--- src/rtl/pc_seq_pkg.sv ---
// Shared types and helpers for the program-counter sequencer.
package pc_seq_pkg;

    typedef enum logic [2:0] {
        ACT_NONE = 3'd0,
        ACT_EN   = 3'd1,
        ACT_BR   = 3'd2,
        ACT_LOAD = 3'd3,
        ACT_CALL = 3'd4,
        ACT_RET  = 3'd5
    } act_t;

    // Count must represent 0..depth inclusive.
    function automatic int unsigned ras_cnt_w(input int unsigned depth);
        return $clog2(depth) + 1;
    endfunction

endpackage

--- src/rtl/pc_seq_unit_ret_addr_stack.sv ---
// Circular return-address LIFO; a push while full overwrites the oldest entry.
module ret_addr_stack
    import pc_seq_pkg::*;
#(
    parameter int unsigned WIDTH = 16,
    parameter int unsigned DEPTH = 4
) (
    input  logic                         clk,
    input  logic                         rst,
    input  logic                         push,
    input  logic                         pop,
    input  logic [WIDTH-1:0]             din,
    output logic [WIDTH-1:0]             top_c,
    output logic [ras_cnt_w(DEPTH)-1:0]  cnt,
    output logic                         full,
    output logic                         empty
);

    localparam int unsigned PTR_W = $clog2(DEPTH);
    localparam int unsigned CNT_W = ras_cnt_w(DEPTH);

    logic [WIDTH-1:0] mem [DEPTH];
    logic [PTR_W-1:0] wp;
    logic [PTR_W-1:0] wp_inc;
    logic [PTR_W-1:0] wp_dec;
    logic [PTR_W-1:0] wp_d;
    logic [CNT_W-1:0] cnt_d;
    logic             do_pop;

    assign wp_inc = (wp == PTR_W'(DEPTH - 1)) ? '0 : wp + PTR_W'(1);
    assign wp_dec = (wp == '0) ? PTR_W'(DEPTH - 1) : wp - PTR_W'(1);
    assign top_c  = mem[wp_dec];
    assign do_pop = pop && !push && !empty;

    always_comb begin
        wp_d  = wp;
        cnt_d = cnt;
        if (push) begin
            wp_d  = wp_inc;
            cnt_d = full ? cnt : cnt + CNT_W'(1);
        end else if (do_pop) begin
            wp_d  = wp_dec;
            cnt_d = cnt - CNT_W'(1);
        end
    end

    // Flags derive from the next count so they always agree with cnt.
    always_ff @(posedge clk) begin
        if (rst) begin
            wp    <= '0;
            cnt   <= '0;
            full  <= 1'b0;
            empty <= 1'b1;
        end else begin
            wp    <= wp_d;
            cnt   <= cnt_d;
            full  <= (cnt_d == CNT_W'(DEPTH));
            empty <= (cnt_d == '0);
        end
    end

    always_ff @(posedge clk) begin
        if (push) begin
            mem[wp] <= din;
        end
    end

endmodule

--- src/rtl/pc_seq_unit.sv ---
// Fetch-stage PC sequencer with branch, call/return and RAS error tracking.
// Optional breakpoint comparator enabled by defining PC_BREAKPOINT_EN.
module pc_seq_unit
    import pc_seq_pkg::*;
#(
    parameter int unsigned     WIDTH     = 16,
    parameter int unsigned     STEP      = 1,
    parameter int unsigned     RAS_DEPTH = 4,
    parameter logic [WIDTH-1:0] RESET_VEC = '0
) (
    input  logic                             clk,
    input  logic                             rst,
    input  logic                             en,
    input  logic                             load,
    input  logic                             br,
    input  logic                             call,
    input  logic                             ret,
    input  logic [WIDTH-1:0]                 tgt,
    input  logic [WIDTH-1:0]                 br_off,
    output logic [WIDTH-1:0]                 pc_out,
    output logic [ras_cnt_w(RAS_DEPTH)-1:0]  ras_cnt,
    output logic                             ras_empty,
    output logic                             ras_full,
    output logic                             ras_err
`ifdef PC_BREAKPOINT_EN
    ,
    input  logic                             bp_wr,
    input  logic [WIDTH-1:0]                 bp_addr,
    output logic                             bp_hit
`endif
);

    act_t             act;
    logic [WIDTH-1:0] pc_d;
    logic [WIDTH-1:0] ret_addr;
    logic [WIDTH-1:0] ras_top_c;
    logic             err_d;
    logic             push;
    logic             pop;

    assign ret_addr = pc_out + WIDTH'(STEP);

    // Priority encoder: exactly one action per cycle, lower requests dropped.
    always_comb begin
        act = ACT_NONE;
        if (ret)       act = ACT_RET;
        else if (call) act = ACT_CALL;
        else if (load) act = ACT_LOAD;
        else if (br)   act = ACT_BR;
        else if (en)   act = ACT_EN;
    end

    always_comb begin
        pc_d  = pc_out;
        err_d = ras_err;
        push  = 1'b0;
        pop   = 1'b0;
        case (act)
            ACT_EN:   pc_d = pc_out + WIDTH'(STEP);
            ACT_BR:   pc_d = pc_out + br_off;
            ACT_LOAD: pc_d = tgt;
            ACT_CALL: begin
                push = 1'b1;
                pc_d = tgt;
                if (ras_full) err_d = 1'b1;
            end
            ACT_RET: begin
                if (ras_empty) begin
                    err_d = 1'b1;
                end else begin
                    pop  = 1'b1;
                    pc_d = ras_top_c;
                end
            end
            default: ;
        endcase
    end

    always_ff @(posedge clk) begin
        if (rst) begin
            pc_out  <= RESET_VEC;
            ras_err <= 1'b0;
        end else begin
            pc_out  <= pc_d;
            ras_err <= err_d;
        end
    end

    ret_addr_stack #(
        .WIDTH (WIDTH),
        .DEPTH (RAS_DEPTH)
    ) u_ras (
        .clk   (clk),
        .rst   (rst),
        .push  (push),
        .pop   (pop),
        .din   (ret_addr),
        .top_c (ras_top_c),
        .cnt   (ras_cnt),
        .full  (ras_full),
        .empty (ras_empty)
    );

`ifdef PC_BREAKPOINT_EN
    logic [WIDTH-1:0] bp_q;
    logic             bp_arm;

    // A hit disarms; a same-cycle bp_wr re-arms with the new address.
    always_ff @(posedge clk) begin
        if (rst) begin
            bp_q   <= '0;
            bp_arm <= 1'b0;
            bp_hit <= 1'b0;
        end else begin
            bp_hit <= bp_arm && (pc_out == bp_q);
            if (bp_wr) begin
                bp_q   <= bp_addr;
                bp_arm <= 1'b1;
            end else if (bp_arm && (pc_out == bp_q)) begin
                bp_arm <= 1'b0;
            end
        end
    end
`endif

endmodule

--- config.mk ---
export PLATFORM = sky130hd
export DESIGN_NAME = pc_seq_unit
export DESIGN_NICKNAME = d
export VERILOG_FILES = /design/src/rtl/pc_seq_pkg.sv /design/src/rtl/pc_seq_unit_ret_addr_stack.sv /design/src/rtl/pc_seq_unit.sv
export SDC_FILE = /design/constraint.sdc
export NUM_CORES = 1
export LEC_CHECK = 0
export CAP_MARGIN = 10
export CORE_MARGIN = 2
export CORE_UTILIZATION = 56
export CTS_CLUSTER_DIAMETER = 40
export DETAILED_ROUTE_END_ITERATION = 10
export HOLD_SLACK_MARGIN = 0.1
export PLACE_DENSITY = 0.8
export RECOVER_POWER = 25
export SLEW_MARGIN = 15
export SYNTH_ARGS = -nofsm -noshare
export SYNTH_HDL_FRONTEND = slang
export SYNTH_SLANG_ARGS = --single-unit
--- constraint.sdc ---
create_clock -name clk -period 2.8 [get_ports clk]
set_clock_uncertainty 0.1 [all_clocks]
set_input_delay 0.28 -clock clk [delete_from_list [all_inputs] [get_ports clk]]
set_output_delay 0.28 -clock clk [all_outputs]
set_load 0.01 [all_outputs]
==> impl_results.md, run 1 <==
* I/O pins at 61
* Vias post-DR at 4096
* CTS sink count at 88
* Largest cells by area after synthesis: edfxtp_1 39%, dfxtp_1 9.7%, mux4_2 7.3%
* ANT nets after route at 0
* Commonest cells in the netlist: 64 x edfxtp_1, 32 x nor2_1, 30 x o21ai_0, 29 x nand2_1, 26 x a21oi_1
* Fillers at 602
* Share of cells above drive strength 1 at 13.0%
* H-tree Lvls at 3
* Fmax at 384 MHz
* # diodes at 0
* CTS Buf Count at 9
* Final Hold Vio Count at 0
* Largest net degree at the start of global routing at 36
* Critical Path End Type: register
* Worst setup slack for register-to-register paths at 200 ps
* GRT overflow at 0
* Pre-CTS WS at -55.6 ps
* Vias per cell at 6.42
* Cell Area, Synth at 4950 um^2
* Min Hold Slack at 394 ps
* Worst skew pair latency at 360 ps
* Data arrival time of the worst path at 2750 ps
* Worst path cell trace: inv_1 > ha_1 > nor2b_4 > buf_4 > mux4_2 > a221o_1 > a21oi_1 > a21oi_1
* Final net count at 587
* DR pass1 iterations at 5
* Post-Layout Inst Area at 6010 um^2
* PnR worst setup slack at 196 ps
* Area grow syn2layout at 21.3%
* Final Cycle Share at 93.0%
* Setup Fix Bufs, Post-CTS at 0
* Final setup viols at 0
* Core area at 8640 um^2
* Setup TNS at 0 ps
* Worst IR Drop VDD at 0.287 mV
* Post-synthesis cell count at 446
* Initial Util at 57.3%
* Worst Path Max Fanout at 9
* EDFF count, synth at 64
* Global-route wire length before repair at 20600 um
* Area of the multi-input gates at 2390 um^2
* DP Area at 5810 um^2
* Asr flop ratio synth at 0%
* Synth top area share at 38.8%
* All-Layer GR Usage at 27.6%
* Iter 0 DRT Violations at 367
* Die area at 9610 um^2
* Chip Width at 98.0 um
* WL/cell at 20.7 um
* CP max stage delay at 520 ps
* Worst-case clock buffer depth at 2
* Min Tclk post-route at 2600 ps
* Initial antenna violation count at 0
* Warnings from Yosys at 0
* Count leader, synth: edfxtp_1
* Type of origin of the critical path: register
* Worst-path clk slew at 90 ps
* PortBufs at 60
* Most common flop cell mapped by yosys: edfxtp_1
* Max cap viols at 0
* Flip-flop and latch area at 2400 um^2
* Max stage delay cell, worst path: mux4_2
* Largest area contributor in the netlist: edfxtp_1
* Syn_area_per_cell at 11.1 um^2
* Pins Over Slew Limit at 0
* Final WL at 13200 um
* CTS tree: yes
* Synthesized flop and latch total at 88
* RSZ-0062 raised after global routing: false
* Slew HR at 52.2%
* Number of global-route vias before repair at 4035
* GP Congestion at 1.01
* CP dominant cell by count: a21oi_1
* Pleak at 2.22 nW
* Synth cell types at 61
* Die height at 98.0 um
* Status: complete, no violations
* Syn_nets at 508
* Drc violations at 0
* Worst Max-Slew Pin Slew at 717 ps
* Cell Pwr Density at 686 nW/um^2
* CTS Root Cell: clkbuf_8
* Critical path class: register to register
* Worst path required time at 2950 ps
* Sequential-to-total area share from yosys stat at 48.5%
* Worst Hold Class: register to register
* Rows at 34
* Detail Placement HPWL at 9510 um
[placed cells by master, fill, tap and decap left out, types with 7 or more instances in the layout]
cell type and instances:
a211oi_1 13, a21oi_1 26, and2_1 11, buf_4 28, clkbuf_8 9, clkdlybuf4s50_1 40, dfxtp_1 24, dlygate4sd3_1 20
edfxtp_1 64, ha_1 22, inv_1 17, mux4_2 16, nand2_1 29, nand3_1 14, nor2_1 32, nor3_1 12
o21a_1 7, o21ai_0 30, xnor2_1 15, xor2_1 9
[timing repair]
| item | CTS | global route |
|---|---|---|
| gates resized for setup | 0 | 1 |
| endpoints found under the setup margin | 0 | 2 |
| hold buffers | 0 | 0 |
[power breakdown]
group	internal (mW)	leakage, nW	switching, mW
Sequential	1.59	0.790	0.127
Combinational	0.702	1.34	0.822
Clock	0.413	0.0913	0.463
Total	2.71	2.22	1.41
[metal layers]
layer	GRT usage, %	routed length (um)
met1	37.3	5440
met2	45.6	6330
met3	4.08	989
met4	10.5	446
met5	0	0
[worst max-delay path: cells and delay by family, from the launching register on]
family | cells | cell delay, ps
AOI/OAI and AO/OA | 3 | 560
muxes | 1 | 520
DFF | 1 | 400
buffers and inverters | 2 | 390
adders and majority gates | 1 | 260
and+or+nand+nor | 1 | 260
[kinds of logic (layout without fill, tap and decap cells)]
family,Yosys count,count (layout),share of synthesized area (%)
flops,88,88,48.5
fa+ha+maj,23,23,5.96
buf+inv,39,123,3.34
xor+xnor,24,24,4.25
mux,18,18,7.71
simple gates,131,131,13.4
compound gates,123,123,16.9
[sequential cells by signal, indices dropped and copies added, names as in the netlist]
register,cells
pc_out,16
ras_err,1
u_ras.full,1
u_ras.empty,1
u_ras.wp,2
u_ras.cnt,3
u_ras.mem,64
[stage by stage]
stage          instances  util (%)  total power [mW]
2_1_floorplan        446         -              2.67
3_3_place_gp         622      67.3              3.20
3_5_place_dp         622      67.3              3.25
4_1_cts              638      69.6              4.12
5_1_grt              638      69.5              4.31
6_report             638      69.5              4.12
[layout make-up]
type                    count  area share, %
repair buffers             90           13.6
flip-flops and latches     88           40.0
multi-input cells         319           39.8
inverters                  17           1.06
clock buffers               9           2.06
clock inverters             7           1.17
well taps                 108           2.25
[path summary, 6_finish.rpt]
path,startpoint,endpoint,depth (start not counted)
hold / removal,ras_err,ras_err,2
setup / recovery,u_ras.wp[0],pc_out[7],8
hold reg to reg,ras_err,ras_err,2
setup reg to reg,u_ras.wp[0],pc_out[7],8
Power figures use the tool's default switching activity.
==> inputs of run 2 (changes only) <==
--- a/config.mk
+++ b/config.mk
@@ -13,7 +13,7 @@
 export HOLD_SLACK_MARGIN = 0.1
 export PLACE_DENSITY = 0.8
 export RECOVER_POWER = 25
-export SLEW_MARGIN = 15
+export SLEW_MARGIN = 25
 export SYNTH_ARGS = -nofsm -noshare
 export SYNTH_HDL_FRONTEND = slang
 export SYNTH_SLANG_ARGS = --single-unit
==> results of run 2 <==
No change in the layout: final DEF, timing and power equal those of run 1.
